$ cat config.mk
export PLATFORM = sky130hd
export DESIGN_NAME = spi_flash_responder
export DESIGN_NICKNAME = d
export VERILOG_FILES = /design/src/rtl/spi_flash_pkg.sv /design/src/rtl/spi_edge_sync.sv /design/src/rtl/spi_flash_responder.sv
export SDC_FILE = /design/constraint.sdc
export NUM_CORES = 1
export LEC_CHECK = 0
export ABC_CLOCK_PERIOD_IN_PS = 2500
export BUFFER_PORTS_ARGS = -buffer_cell sky130_fd_sc_hd__buf_4
export CAP_MARGIN = 20
export CORE_MARGIN = 2
export CORE_UTILIZATION = 50
export CTS_BUF_LIST = sky130_fd_sc_hd__clkbuf_4
export CTS_CLUSTER_SIZE = 14
export DETAILED_ROUTE_END_ITERATION = 10
export PLACE_DENSITY_LB_ADDON = 0.3
export SYNTH_ARGS = -nofsm -noshare
export SYNTH_HDL_FRONTEND = slang
export SYNTH_SLANG_ARGS = --single-unit
export TNS_END_PERCENT = 5
$ cat constraint.sdc
create_clock -name clk -period 2.5 [get_ports clk]
set_clock_uncertainty 0.2 [all_clocks]
set_input_delay 0.75 -clock clk [delete_from_list [all_inputs] [get_ports clk]]
set_output_delay 0.75 -clock clk [all_outputs]
set_load 0.05 [all_outputs]
$ cat src/rtl/spi_flash_pkg.sv
// Shared opcode constants and responder state encoding for the SPI flash
// responder, its controller and benches.
package spi_flash_pkg;

  localparam logic [7:0] OP_READ      = 8'h03;
  localparam logic [7:0] OP_FAST_READ = 8'h0B;
  localparam logic [7:0] OP_RDSR      = 8'h05;
  localparam logic [7:0] OP_RDID      = 8'h9F;

  typedef enum logic [2:0] {
    IDLE,
    CMD,
    ADDR,
    DUMMY,
    DATA,
    IGNORE
  } state_t;

  // RDID byte sequence: three ID bytes MSB first, then zeros forever.
  function automatic logic [7:0] id_byte(input logic [23:0] id, input logic [1:0] idx);
    case (idx)
      2'd0:    id_byte = id[23:16];
      2'd1:    id_byte = id[15:8];
      2'd2:    id_byte = id[7:0];
      default: id_byte = 8'h00;
    endcase
  endfunction

endpackage

$ cat src/rtl/spi_edge_sync.sv
// 2-FF synchronizers for the asynchronous SPI pins plus edge detection on the
// synchronized sclk and cs_n samples.
module spi_edge_sync (
  input  logic clk,
  input  logic rst,
  input  logic spi_sclk,
  input  logic spi_cs_n,
  input  logic spi_mosi,
  output logic mosi_s,
  output logic sclk_rise,
  output logic sclk_fall,
  output logic cs_fall,
  output logic cs_rise
);

  logic [2:0] sclk_q;
  logic [2:0] cs_q;
  logic [1:0] mosi_q;

  // cs chain resets low so a cs_n already low at reset release produces no
  // fall; a transaction only starts after cs_n has been seen high.
  always_ff @(posedge clk) begin
    if (rst) begin
      sclk_q <= '0;
      cs_q   <= '0;
      mosi_q <= '0;
    end else begin
      sclk_q <= {sclk_q[1:0], spi_sclk};
      cs_q   <= {cs_q[1:0], spi_cs_n};
      mosi_q <= {mosi_q[0], spi_mosi};
    end
  end

  assign mosi_s    = mosi_q[1];
  assign sclk_rise =  sclk_q[1] & ~sclk_q[2];
  assign sclk_fall = ~sclk_q[1] &  sclk_q[2];
  assign cs_fall   = ~cs_q[1]   &  cs_q[2];
  assign cs_rise   =  cs_q[1]   & ~cs_q[2];

endmodule

$ cat src/rtl/spi_flash_responder.sv
// SPI mode-0 flash target emulator (READ/RDSR/RDID) backed by a 1-clk-latency
// byte memory. Define SPI_RESP_FAST_READ_EN to accept FAST_READ (0x0B).
module spi_flash_responder
  import spi_flash_pkg::*;
#(
  parameter int          ADDR_W   = 24,
  parameter logic [23:0] JEDEC_ID = 24'hEF4016,
  parameter logic [7:0]  STATUS   = 8'h00
) (
  input  logic              clk,
  input  logic              rst,
  input  logic              spi_sclk,
  input  logic              spi_cs_n,
  input  logic              spi_mosi,
  output logic              spi_miso,
  output logic              spi_miso_oe,
  output logic              mem_rd,
  output logic [ADDR_W-1:0] mem_addr,
  input  logic [7:0]        mem_rdata,
  output logic              busy
);

  logic mosi_s, sclk_rise, sclk_fall, cs_fall, cs_rise;

  spi_edge_sync u_sync (
    .clk       (clk),
    .rst       (rst),
    .spi_sclk  (spi_sclk),
    .spi_cs_n  (spi_cs_n),
    .spi_mosi  (spi_mosi),
    .mosi_s    (mosi_s),
    .sclk_rise (sclk_rise),
    .sclk_fall (sclk_fall),
    .cs_fall   (cs_fall),
    .cs_rise   (cs_rise)
  );

  state_t            state;
  logic [4:0]        bit_cnt;
  logic [23:0]       sh;
  logic [7:0]        op;
  logic [ADDR_W-1:0] addr;
  logic [7:0]        tx_sr;
  logic [1:0]        id_idx;
  logic              rd_pend;

  logic [23:0] sh_next;
  assign sh_next = {sh[22:0], mosi_s};
  assign busy    = (state != IDLE);

  always_ff @(posedge clk) begin
    if (rst) begin
      state       <= IDLE;
      bit_cnt     <= '0;
      sh          <= '0;
      op          <= '0;
      addr        <= '0;
      tx_sr       <= '0;
      id_idx      <= '0;
      rd_pend     <= 1'b0;
      spi_miso    <= 1'b0;
      spi_miso_oe <= 1'b0;
      mem_rd      <= 1'b0;
      mem_addr    <= '0;
    end else begin
      mem_rd  <= 1'b0;
      rd_pend <= mem_rd;
      // Memory data lands well before the next sclk fall, which shifts it out.
      if (rd_pend) tx_sr <= mem_rdata;

      if (cs_rise) begin
        state       <= IDLE;
        bit_cnt     <= '0;
        rd_pend     <= 1'b0;
        spi_miso    <= 1'b0;
        spi_miso_oe <= 1'b0;
      end else begin
        case (state)
          IDLE: begin
            if (cs_fall) begin
              state   <= CMD;
              // An sclk rise in the same sample as the cs fall is bit 7 of CMD.
              bit_cnt <= sclk_rise ? 5'd1 : 5'd0;
              sh      <= sclk_rise ? sh_next : '0;
            end
          end

          CMD: begin
            if (sclk_rise) begin
              sh      <= sh_next;
              bit_cnt <= bit_cnt + 5'd1;
              if (bit_cnt == 5'd7) begin
                bit_cnt <= '0;
                op      <= sh_next[7:0];
                case (sh_next[7:0])
                  OP_READ: state <= ADDR;
`ifdef SPI_RESP_FAST_READ_EN
                  OP_FAST_READ: state <= ADDR;
`endif
                  OP_RDSR: begin
                    state <= DATA;
                    tx_sr <= STATUS;
                  end
                  OP_RDID: begin
                    state  <= DATA;
                    tx_sr  <= id_byte(JEDEC_ID, 2'd0);
                    id_idx <= 2'd1;
                  end
                  default: state <= IGNORE;
                endcase
              end
            end
          end

          ADDR: begin
            if (sclk_rise) begin
              sh      <= sh_next;
              bit_cnt <= bit_cnt + 5'd1;
              if (bit_cnt == 5'd23) begin
                bit_cnt <= '0;
                if (op == OP_FAST_READ) begin
                  state <= DUMMY;
                  addr  <= sh_next[ADDR_W-1:0];
                end else begin
                  state    <= DATA;
                  mem_rd   <= 1'b1;
                  mem_addr <= sh_next[ADDR_W-1:0];
                  addr     <= sh_next[ADDR_W-1:0] + ADDR_W'(1);
                end
              end
            end
          end

          DUMMY: begin
            if (sclk_rise) begin
              bit_cnt <= bit_cnt + 5'd1;
              if (bit_cnt == 5'd7) begin
                bit_cnt  <= '0;
                state    <= DATA;
                mem_rd   <= 1'b1;
                mem_addr <= addr;
                addr     <= addr + ADDR_W'(1);
              end
            end
          end

          DATA: begin
            if (sclk_fall) begin
              spi_miso_oe <= 1'b1;
              spi_miso    <= tx_sr[7];
              tx_sr       <= {tx_sr[6:0], 1'b0};
            end
            // The rise sampling bit 0 queues the next byte (prefetch).
            if (sclk_rise) begin
              bit_cnt <= bit_cnt + 5'd1;
              if (bit_cnt[2:0] == 3'd7) begin
                bit_cnt <= '0;
                if (op == OP_RDSR) begin
                  tx_sr <= STATUS;
                end else if (op == OP_RDID) begin
                  tx_sr <= id_byte(JEDEC_ID, id_idx);
                  if (id_idx != 2'd3) id_idx <= id_idx + 2'd1;
                end else begin
                  mem_rd   <= 1'b1;
                  mem_addr <= addr;
                  addr     <= addr + ADDR_W'(1);
                end
              end
            end
          end

          IGNORE: ;

          default: state <= IDLE;
        endcase
      end
    end
  end

endmodule

* Word level (Yosys, flattened, before mapping)
Index checks and enable logic that the tools add are counted.
** Cells by class
- Add/subtract/negate cells :: 4
- Eq/ne operators :: 34
- Muxes and demuxes :: 74
- Bitwise operators :: 10
- Reductions and logical operators :: 20
** Operators with widths (count)
- $mux W24 :: 18
- $pmux W24 S3 :: 2
- $mux W8 :: 9
- $mux W23 :: 3
- $add A24 B1 Y24 const B :: 2
- $pmux W23 S2 :: 1
- $mux W5 :: 7
- $ne A2 B2 Y1 const B :: 16
- $pmux W8 S2 :: 2
- $mux W3 :: 8
- $pmux W8 S3 :: 1
- $pmux W5 S4 :: 1
- $reduce_and A10 Y1 :: 2
- $eq A8 B3 Y1 const B :: 2
- $eq A8 B8 Y1 const B :: 2
- $mux W2 :: 8
- $pmux W3 S5 :: 1
- $reduce_and A11 Y1 :: 1
- $mux W1 :: 10
- $reduce_or A2 Y1 :: 5
- $eq A3 B3 Y1 const B :: 3
- $eq A8 B2 Y1 const B :: 1
- $eq A8 B4 Y1 const B :: 1
- $reduce_and A4 Y1 :: 2
- other kinds (22) :: 34
** Storage, ports and cells
- Bits in registers :: 109
- Input port bits :: 13

* Logic depth before layout (Yosys ltp)
Gate-level depths: netlist of the first run.
- Depth after elaboration :: 9
- Mapped depth :: 9
- Depth with buffers taken out :: 8

* Cells and area by module
From an unflattened synthesis of the first run, not the netlist that was laid out.
** Unflattened totals
- Cells, all modules :: 824
- Area, all modules :: 6362.4 sq um
** By module, submodules not included
- spi_flash_responder :: times used 1, cells an instance 804, area an instance 6127.1 sq um, seq. area each 2021.9 sq um
- spi_edge_sync :: times used 1, cells an instance 20, area an instance 235.2 sq um, seq. area each 160.2 sq um

* Least setup slack after synthesis of the first run
No wires, ideal clock.
- Path kind :: register to register
- Start point :: register bit_cnt[0]
- End point :: register addr[17]
- Arrival :: 2.278 ns
- Data required time :: 2.226 ns
- Setup slack :: -0.053 ns
- Cell stages (with the launch flop) :: 9
- Clock period less this slack :: 2.553 ns
- Cell sequence :: dfxtp_1 -> ha_1 -> ha_1 -> nor2b_1 -> a221oi_1 -> a2111o_1 -> or2_1 -> or4_1 -> a31oi_1
** Between the ends
- Word-level cells in the longest chain between the ends :: 3
- Elaborated cells between the ends (all ways) :: 7
- Those cells by class :: 6 x eq/ne; 1 x reduce/logical
** RTL lines
- from (decl) :: line spi_flash_responder.sv:39 : logic [4:0] bit_cnt;
- from (signal assigned) :: line spi_flash_responder.sv:83 : bit_cnt <= sclk_rise ? 5'd1 : 5'd0;
- from (signal assigned) :: line spi_flash_responder.sv:91 : bit_cnt <= bit_cnt + 5'd1;
- from (signal assigned) :: line spi_flash_responder.sv:118 : bit_cnt <= bit_cnt + 5'd1;
- $eq A5 B3 Y1, or another cell as far along :: line spi_flash_responder.sv:137 : if (bit_cnt == 5'd7) begin
- $ne A2 B2 Y1 (no line)
- $reduce_and A10 Y1 (no line) *
- to (signal assigned) :: line spi_flash_responder.sv:128 : addr <= sh_next[ADDR_W-1:0] + ADDR_W'(1);
- to (signal assigned) :: line spi_flash_responder.sv:142 : addr <= addr + ADDR_W'(1);
- to (signal assigned) :: line spi_flash_responder.sv:166 : addr <= addr + ADDR_W'(1);
- to (decl) :: line spi_flash_responder.sv:42 : logic [ADDR_W-1:0] addr;
Every way passes the cells marked *; elsewhere a longest branch is shown, timed or not.
A chain may end at the register's enable or synchronous reset.

* Worst setup path after layout of the first run
- Start point :: register op[6]
- End point :: register mem_addr[4]
** Between the ends
- Word-level cells in the longest chain between the ends :: 3
- Elaborated cells between the ends (all ways) :: 7
- Those cells by class :: 6 x eq/ne; 1 x reduce/logical
** RTL lines
- from (decl) :: line spi_flash_responder.sv:41 : logic [7:0] op;
- from (signal assigned) :: line spi_flash_responder.sv:94 : op <= sh_next[7:0];
- $eq A8 B8 Y1, or another cell as far along :: line spi_flash_responder.sv:160 : end else if (op == OP_RDID) begin
- $ne A2 B2 Y1 (no line)
- $reduce_and A11 Y1 (no line) *
- to (signal assigned) :: line spi_flash_responder.sv:127 : mem_addr <= sh_next[ADDR_W-1:0];
- to (signal assigned) :: line spi_flash_responder.sv:141 : mem_addr <= addr;
- to (signal assigned) :: line spi_flash_responder.sv:165 : mem_addr <= addr;
- to (decl) :: line spi_flash_responder.sv:18 : output logic [ADDR_W-1:0] mem_addr,
Marked as above.

==> out/qor.yml, run 1 <==
setup_path:
  cp-endpoint: "mem_addr[4]$_SDFFE_PP0P_"
  arrival_ns: 2.76
  cp_max_fo: 24
  startpoint_type: "flop"
  cp-startpoint: "op[6]$_SDFFE_PP0P_"
  rr_endpoint: "mem_addr[4]$_SDFFE_PP0P_"
  crit_required_ns: 2.71
  worstSetupPathType: "reg2reg"
  crit_cells: 7
  path_cells: "or4_4 -> or4_4 -> a21oi_4 -> buf_6 -> nor4b_4 -> buf_8 -> a311oi_2"
  cp_top_family: "simple AND/OR/NAND/NOR gates"
  cp-end-kind: "flop"
  slowest_delay_ns: 0.54
  reg2reg_setup_slack_ns: -0.06
  crit_path_top_delay_cell: "or4_4"
  reg2reg_depth: 7
  critPathBufInv: 2
  crit_top_cell: "or4_4"
  rr_startpoint: "op[6]$_SDFFE_PP0P_"
logic_synthesis:
  synth_top_area_share_pct: 35.0
  ys_seq_area_share_pct: 35.0
  syn_inst: 809
  syn_area_um2: 6230
  synth.most_common_cell: "nand2_1"
  syn_nets: 833
  synth-warning-count: 0
  yosys_register_bits: 109
  synth_ff_type: "dfxtp_1"
  synth_edf_count: 0
  yosysTopAreaCell: "dfxtp_1"
  synth_cell_types: 66
  synthArstFlopShare_pct: 0
  synth_commonest_cells: "nand2_1, dfxtp_1, nor2_1"
  syn_avg_cell_area_um2: 7.70
  synthTopCellsByArea: "dfxtp_1, nand2_1, a21oi_1, nor2_1, a311oi_2"
layout:
  drive_above_1_share_pct: 23.6
  register_area_um2: 2190
  multi_input_area_um2: 3890
  fin_util_pct: 62.5
  syn_to_final_growth_pct: 21.1
  fillCellCount: 1034
  fin_nets: 906
  diodes: 0
power:
  p_total_uw: 3070
  p_per_area_nw_per_um2: 407
  irDropWorstVdd_v: 0.000308
  p_leak_uw: 0.00273
sta:
  slew_violations: 0
  setup_slack_ns: -0.0567
  period_needed_ns: 2.56
  max_freq_mhz: 391
  hold_viol: 0
  setup_viol: 22
  tightest_slew_ns: 0.749
  fin_crit_sh_pct: 102
  fin_setup_tns_ns: -0.638
  grt_setup_unrepaired: "true"
  maxSlewHeadroom_pct: 50.1
  holdWs_ns: 0.263
global_routing:
  first_global_vias: 5701
  use_met1_pct: 41.2
  grt_max_degree: 59
  grt_util_met2_pct: 39.4
  grt_use_total_pct: 26.9
  grt_pass1_wl_um: 28800
  antenna_found_initial: 0
  grt_use_met3_pct: 3.87
  overflow: 0
  grt-busiest-layer: "met1"
floorplan:
  core-area_um2: 12100
  die_h_um: 116
  io_pins: 41
  start_util_pct: 51.6
  die_area_um2: 13400
  rows: 40
  die_x_um: 116
clock_network:
  clkSinkCount: 109
  clock-root-buffer: "clkbuf_4"
  cts_made_buffers: 9
  path_clk_slew_ns: 0.15
  clk_path_buf_depth: 2
  cts_tree: "yes"
  clk_latency_ns: 0.49
  htreeDepth: 3
routing:
  via_count: 6288
  drt_iter0_drc: 576
  wl_per_cell_um: 16.9
  routed_wl_um: 17900
  detail-route-antenna-nets: 0
  vias_per_cell: 5.96
  drc: 0
  dr.pass1.iters: 5
hold_path:
  hp-class: "reg2reg"
place:
  post-dp-hpwl_um: 12700
  pre_cts_slack_ns: -0.0831
  globalplace.congestion: 0.952
  port_buffers: 40
job:
  max_cap_viol_count: 0
status:
  run_status: "finished with violations"
  violations: "setup timing"
cells by family after synthesis:
kind of cell    share of synthesized area (%)
xor+xnor                                 3.09
buf+inv                                  4.98
simple gates                             29.2
fa+ha+maj                                2.21
compound gates                           22.4
flops                                    35.0
mux                                      3.09
where the power goes:
part / leakage [uW] / internal [uW] / total (uW) / switching [uW]
clock: 0.0000985 / 525 / 1100 / 576
combinational: 0.00175 / 74.4 / 218 / 144
sequential: 0.000883 / 1740 / 1750 / 5.38
total: 0.00273 / 2340 / 3070 / 725
flip-flops by register name (all words and copies together), names as in the netlist, 3 cells and up:
register,flops
bit_cnt,5
op,8
sh,23
u_sync.sclk_q,3
u_sync.cs_q,3
state,3
mem_addr,24
tx_sr,8
addr,24
layout by cell type (no fill, tap or decap), drive strengths merged, types with 4 or more instances in the layout:
master  Yosys  final
or3         7      7
dfxtp     109    109
and4        4      4
nor3       24     24
nand3      53     53
or4        10     10
and3        9      9
xor2       14     14
nor2b      16     16
or2         5      5
o211ai      5      5
nor3b       5      5
inv        10     10
nand2     127    127
ha         11     11
a21oi      72     72
o21ai      31     31
a211oi      4      4
o22ai       8      8
buf        11    125
a311oi     24     24
xnor2       8      8
nor4        8      8
nand2b      9      9
clkbuf     53     12
o31ai       4      4
nor2       81     81
mux2i      17     17
o32ai       4      4
a211o       5      5
nand4      12     12
a31oi       8      8
routing by layer:
metal,part of all wire [%],vias up
met1,46,2957
met5,0,-
met4,1.4,0
met3,8.3,21
li1,-,3051
met2,44,259
cell type report:
| class | count | area share (%) |
|---|---|---|
| timing repair buffer | 126 | 13.7 |
| clock buffer | 11 | 1.09 |
| inverter | 10 | 0.498 |
| multi-input combinational | 626 | 51.5 |
| tap | 168 | 2.79 |
| clock inverter | 5 | 1.31 |
| sequential | 109 | 29.1 |
how the worst min path moves through the flow:
stage	cells past startpoint	to	slack, ns	from
2_1_floorplan	1	u_sync.cs_q[1]$_SDFF_PP0_	0.21	u_sync.cs_q[0]$_SDFF_PP0_
3_3_place_gp	1	u_sync.mosi_q[1]$_SDFF_PP0_	0.22	u_sync.mosi_q[0]$_SDFF_PP0_
3_5_place_dp	1	u_sync.mosi_q[1]$_SDFF_PP0_	0.24	u_sync.mosi_q[0]$_SDFF_PP0_
4_1_cts	2	u_sync.sclk_q[0]$_SDFF_PP0_	0.26	spi_sclk
5_1_grt	2	u_sync.cs_q[2]$_SDFF_PP0_	0.25	rst
6_report	1	u_sync.mosi_q[1]$_SDFF_PP0_	0.26	u_sync.mosi_q[0]$_SDFF_PP0_
timing repair:
item | 4_1_cts | 5_1_grt
resized for setup | 21 | 30
setup buffers | 3 | 2
pin swaps | 5 | 11
endpoints found under the setup margin | 15 | 50
gates cloned | 0 | 3
hold buffers | 0 | 0
per-stage QoR:
stage                     cell area [um2]  cells
after CTS                            7390   1050
after global routing                 7540   1055
after global placement               7110   1031
after detailed placement             7110   1031
final                                7540   1055
after floorplan                      6230    809
Note: power is estimated with default switching activity, not from simulation.
==> run 2, diff against run 1 <==
Settings changed: ABC_AREA set to 1.
==> out/qor.yml, run 2 <==
floorplan:
  core-area_um2: 13100  # +8.9%
  io_pins: 41  # unchanged
  die_h_um: 120  # +3.4%
  rows: 42  # +5.0%
  die_area_um2: 14300  # +6.9%
  die_x_um: 120  # +3.4%
  start_util_pct: 50.8  # -0.83 points
clock_network:
  post-cts-setup-buffers: 0  # -3
  htreeDepth: 3  # unchanged
  clock-root-buffer: "clkbuf_4"
  clk_latency_ns: 0.48  # about the same
  cts_resized: 0  # -100%
  clk_path_buf_depth: 2  # unchanged
  cts_made_buffers: 9  # unchanged
  ctsHoldBuffers: 0  # unchanged
  path_clk_slew_ns: 0.15  # about the same
  cts_tree: "yes"
  clkSinkCount: 109  # unchanged
routing:
  vias_per_cell: 5.30  # -11%
  drc: 0  # unchanged
  drt_iter0_drc: 707  # +23%
  routed_wl_um: 17200  # -4.0%
  dr.pass1.iters: 6  # +1
  via_count: 6932  # +10%
  detail-route-antenna-nets: 0  # unchanged
  wl_per_cell_um: 13.1  # -23%
sta:
  grt_setup_unrepaired: "false"
  fin_crit_sh_pct: 95.4  # -6.9 points
  fin_setup_tns_ns: 0  # +0.638 ns
  hold_viol: 0  # unchanged
  setup_viol: 0  # -100%
  tightest_slew_ns: 0.554  # -0.195 ns
  setup_slack_ns: 0.116  # +0.173 ns
  period_needed_ns: 2.38  # -0.173 ns
  maxSlewHeadroom_pct: 62.7  # +13 points
  slew_violations: 0  # unchanged
  max_freq_mhz: 419  # +7.2%
setup_path:
  cp-end-kind: "primary output"
  arrival_ns: 1.43  # -1.33 ns
  cp_max_fo: 6  # -75%
  reg2reg_depth: 10  # +3
  startpoint_type: "flop"
  worstSetupPathType: "reg2out"
  crit_required_ns: 1.55  # -1.16 ns
hold_path:
  hp-class: "reg2reg"
  min_path_cells: 2  # +1
power:
  p_int_uw: 2270  # -3.0%
  p_total_uw: 3180  # +3.6%
  netSwitchingFraction_pct: 28.5  # +4.9 points
  sequentialPowerShare_pct: 56.1  # -0.9 points
  p_leak_uw: 0.00301  # +10%
  p_sw_uw: 906  # +25%
  power_frac_comb_pct: 13.5  # +6.4 points
  irDropWorstVdd_v: 0.000256  # -17%
  p_per_area_nw_per_um2: 438  # +7.5%
  clockPowerShare_pct: 30.4  # -5.5 points
logic_synthesis:
  yosysTopAreaCell: "dfxtp_1"
  synth-warning-count: 0  # unchanged
  yosys_register_bits: 109  # unchanged
  synth.most_common_cell: "nand2_1"
  synth_cell_types: 31  # -53%
  syn_nets: 1127  # +35%
  synth_ff_type: "dfxtp_1"
  synth_commonest_cells: "nand2_1, nor2_1, nand3_1"
  synth_edf_count: 0  # unchanged
  synth_top_area_share_pct: 32.7  # -2.3 points
  syn_avg_cell_area_um2: 6.05  # -21%
  synthArstFlopShare_pct: 0  # unchanged
  syn_inst: 1103  # +36%
  synthTopCellsByArea: "dfxtp_1, nand2_1, nor2_1, nand3_1, o21ai_0"
  ys_seq_area_share_pct: 32.7  # -2.3 points
  syn_area_um2: 6670  # +7.2%
layout:
  stdcell_count: 1309  # +24%
  reg_top3: "addr (24), mem_addr (24), sh (23)"
  mostFrequentLayoutCell: "nand2_1"
  final_cell_mix: "nand2_1, nor2_1, nand3_1"
  syn_to_final_growth_pct: 8.91
  design_area_um2: 7270  # -3.6%
  fin_nets: 1152  # +27%
  fillCellCount: 1384  # +34%
  drive_above_1_share_pct: 8.22  # -15 points
place:
  dp_cells: 1293  # +25%
  post-dp-hpwl_um: 12700  # +0.50%
  globalplace.congestion: 0.914  # -4.0%
  port_buffers: 40  # unchanged
  placed_area_um2: 7120  # +0.11%
  pre_cts_slack_ns: 0.334  # +0.417 ns
global_routing:
  grt_pass1_wl_um: 28300  # -1.6%
  grt_max_degree: 48  # -19%
  overflow: 0  # unchanged
  first_global_vias: 5754  # +0.93%
  grt_use_total_pct: 24.2  # -2.7 points
  antenna_found_initial: 1  # +1
status:
  run_status: "finished clean"
job:
  max_cap_viol_count: 0  # unchanged
## run 2: per-stage QoR
stage	util [%]	hold slack (ns)
after floorplan	-	0.188
after global placement	54.2	0.191
after detailed placement	54.2	0.196
after CTS	55.3	0.216
after global routing	55.3	0.237
final	55.3	0.214
## run 2: kinds of logic after synthesis
logic type | count (synthesis) | share of synthesized area (%)
AND/OR/NAND/NOR | 633 | 40.3
AO/OA/AOI/OAI | 184 | 14.0
adder cells (fa/ha/maj) | 11 | 2.06
XOR/XNOR | 8 | 1.05
flip-flops | 109 | 32.7
buffers and inverters | 158 | 9.92
## run 2: final timing paths
check	from	endpoint	slack, ns
worst max-delay path	state[0]$_SDFFE_PP0P_	busy	0.12
worst min-delay path	u_sync.cs_q[0]$_SDFF_PP0_	u_sync.cs_q[1]$_SDFF_PP0_	0.21
worst max register to register	bit_cnt[0]$_SDFFE_PP0P_	tx_sr[0]$_SDFF_PP0_	0.29
worst min register to register	u_sync.cs_q[0]$_SDFF_PP0_	u_sync.cs_q[1]$_SDFF_PP0_	0.21
## run 2: layout make-up
type	instances	area, um2	share of cell area, %
antenna	1	2.50	0.0344
clock buffer	9	67.6	0.930
clock inverter	6	78.8	1.08
inverter	115	434	5.97
multi-input combinational	836	3830	52.7
sequential	109	2180	30.0
tap	176	220	3.03
timing repair buffer	57	453	6.23
## run 2: power by group through the flow
| stage | Combinational [uW] | Clock [uW] | Sequential, uW |
|---|---|---|---|
| 6_report | 429 | 966 | 1790 |
| 5_1_grt | 474 | 1060 | 1790 |
| 4_1_cts | 426 | 987 | 1790 |
| 3_5_place_dp | 425 | 0 | 1820 |
| 3_3_place_gp | 425 | 0 | 1820 |
| 2_1_floorplan | 278 | 0 | 1860 |
## run 2: metal layers
layer | global-route usage, % | vias to the layer above | share of wire (%)
met5 | 0 | - | 0
met4 | 6.47 | 0 | 1.2
met3 | 3.66 | 14 | 7.3
met2 | 33.5 | 209 | 41
met1 | 38.6 | 3115 | 51
li1 | - | 3594 | -
## run 2: critical path, stage by stage, from the launching register on
cell and delay, ns:
dfxtp_1 0.52, nor2_1 0.12, nand2_2 0.11, buf_4 0.21
==> run 3, diff against run 2 <==
Settings changed: CORE_MARGIN 2 to not set.
==> out/qor.yml, run 3 (synthesis results as in run 2) <==
power:
  p_per_area_nw_per_um2: 429  # -2.0%
  irDropWorstVdd_v: 0.000208  # -19%
  p_leak_uw: 0.00300  # -0.16%
  p_total_uw: 3100  # -2.4%
routing:
  vias_per_cell: 5.33  # +0.57%
  detail-route-antenna-nets: 0  # unchanged
  drt_iter0_drc: 696  # -1.6%
  via_count: 6945  # +0.19%
  routed_wl_um: 17100  # -0.41%
  wl_per_cell_um: 13.1  # about the same
  dr.pass1.iters: 7  # +1
  drc: 0  # unchanged
setup_path:
  arrival_ns: 1.44  # about the same
  cp-end-kind: "primary output"
  cp_top_family: "flip-flops"
  path_cells: "nor2_1 -> nand2_2 -> buf_4"
  critPathBufInv: 1  # unchanged
  crit_path_top_delay_cell: "dfxtp_1"
  startpoint_type: "flop"
  crit_required_ns: 1.55  # about the same
  slowest_delay_ns: 0.53  # about the same
  cp_max_fo: 6  # unchanged
  worstSetupPathType: "reg2out"
sta:
  hold_viol: 0  # unchanged
  tightest_slew_ns: 0.734  # +0.180 ns
  maxSlewHeadroom_pct: 50.7  # -12 points
  fin_crit_sh_pct: 95.7  # +0.33 points
  max_freq_mhz: 418  # -0.35%
  setup_slack_ns: 0.108  # -0.00836 ns
  slew_violations: 0  # unchanged
  setup_viol: 0  # unchanged
  fin_setup_tns_ns: 0  # unchanged
  period_needed_ns: 2.39  # +0.00836 ns
  grt_setup_unrepaired: "false"
place:
  globalplace.congestion: 0.962  # +5.3%
  dp_cells: 1289  # -0.31%
  port_buffers: 40  # unchanged
  post-dp-hpwl_um: 12600  # -0.99%
  pre_cts_slack_ns: 0.329  # -0.00426 ns
global_routing:
  grt_max_degree: 48  # unchanged
  overflow: 0  # unchanged
  grt_pass1_wl_um: 28000  # -1.0%
  antenna_found_initial: 1  # unchanged
  first_global_vias: 5740  # -0.24%
  grt_use_total_pct: 24.8  # +0.57 points
floorplan:
  io_pins: 41  # unchanged
  start_util_pct: 52.0  # +1.2 points
  die_area_um2: 13800  # -3.3%
  core-area_um2: 12800  # -2.4%
  rows: 41  # -2.4%
  die_h_um: 118  # -1.7%
  die_x_um: 118  # -1.7%
clock_network:
  cts_tree: "yes"
  htreeDepth: 3  # unchanged
  cts_resized: 0  # unchanged
  clk_path_buf_depth: 2  # unchanged
  clkSinkCount: 109  # unchanged
  path_clk_slew_ns: 0.16  # about the same
  clk_latency_ns: 0.49  # about the same
  post-cts-setup-buffers: 0  # unchanged
  ctsHoldBuffers: 0  # unchanged
  clock-root-buffer: "clkbuf_4"
  cts_made_buffers: 9  # unchanged
layout:
  multi_input_area_um2: 3830  # unchanged
  final_cell_mix: "nand2_1, nor2_1, nand3_1"
  fillCellCount: 1330  # -3.9%
  register_area_um2: 2180  # unchanged
  stdcell_count: 1304  # -0.38%
  drive_above_1_share_pct: 8.31  # +0.096 points
  reg_top3: "addr (24), mem_addr (24), sh (23)"
  syn_to_final_growth_pct: 8.46
  fin_nets: 1152  # unchanged
  mostFrequentLayoutCell: "nand2_1"
job:
  max_cap_viol_count: 0  # unchanged
hold_path:
  hp-class: "reg2reg"
status:
  run_status: "finished clean"
run 3: cell types whose count changed in the layout (fill, tap and decap cells not counted):
cell,before,now
bufinv_16,2,1
clkinvlp_4,1,0
clkbuf_4,9,11
clkinv_1,5,3
clkinv_2,0,1
run 3: cell type report:
type	count	share of cell area (%)
inverter	115	6.00
antenna	1	0.0346
timing repair buffer	57	6.26
sequential	109	30.1
clock buffer	11	1.14
clock inverter	3	0.536
multi-input combinational	836	52.9
tap	172	2.97
run 3: worst paths after layout:
kind / slack [ns] / to / cells after the start / startpoint
worst min register to register: 0.21 / u_sync.sclk_q[1]$_SDFF_PP0_ / 2 / u_sync.sclk_q[0]$_SDFF_PP0_
worst max-delay path: 0.11 / busy / 3 / state[0]$_SDFFE_PP0P_
worst min-delay path: 0.21 / u_sync.sclk_q[1]$_SDFF_PP0_ / 2 / u_sync.sclk_q[0]$_SDFF_PP0_
worst max register to register: 0.27 / mem_addr[7]$_SDFFE_PP0P_ / 11 / bit_cnt[0]$_SDFFE_PP0P_
run 3: routing by layer:
metal	global-route usage, %	part of all wire (%)	vias up
li1	-	-	3592
met1	38.9	50	3076
met2	33.9	40	255
met3	3.34	8.5	22
met4	8.65	1.8	0
met5	0	0	-
run 3: report_power, final:
part / total (uW) / switching [uW] / internal (uW)
clock network: 885 / 571 / 314
registers: 1790 / 21.4 / 1760
logic: 432 / 312 / 120
total: 3100 / 905 / 2200
run 3: stage by stage:
step	cell area [um2]	util [%]	hold WS, ns
finish	7240	56.4	0.211
floorplan	6670	-	0.188
global route	7240	56.4	0.241
detailed placement	7110	55.5	0.193
CTS	7240	56.4	0.212
global placement	7110	55.5	0.190
run 3: worst min-delay path: cells and delay by family, from the launching register on:
family | cells | cell delay, ns
DFF | 1 | 0.32
buffers and inverters | 1 | 0.04
and+or+nand+nor | 1 | 0.03
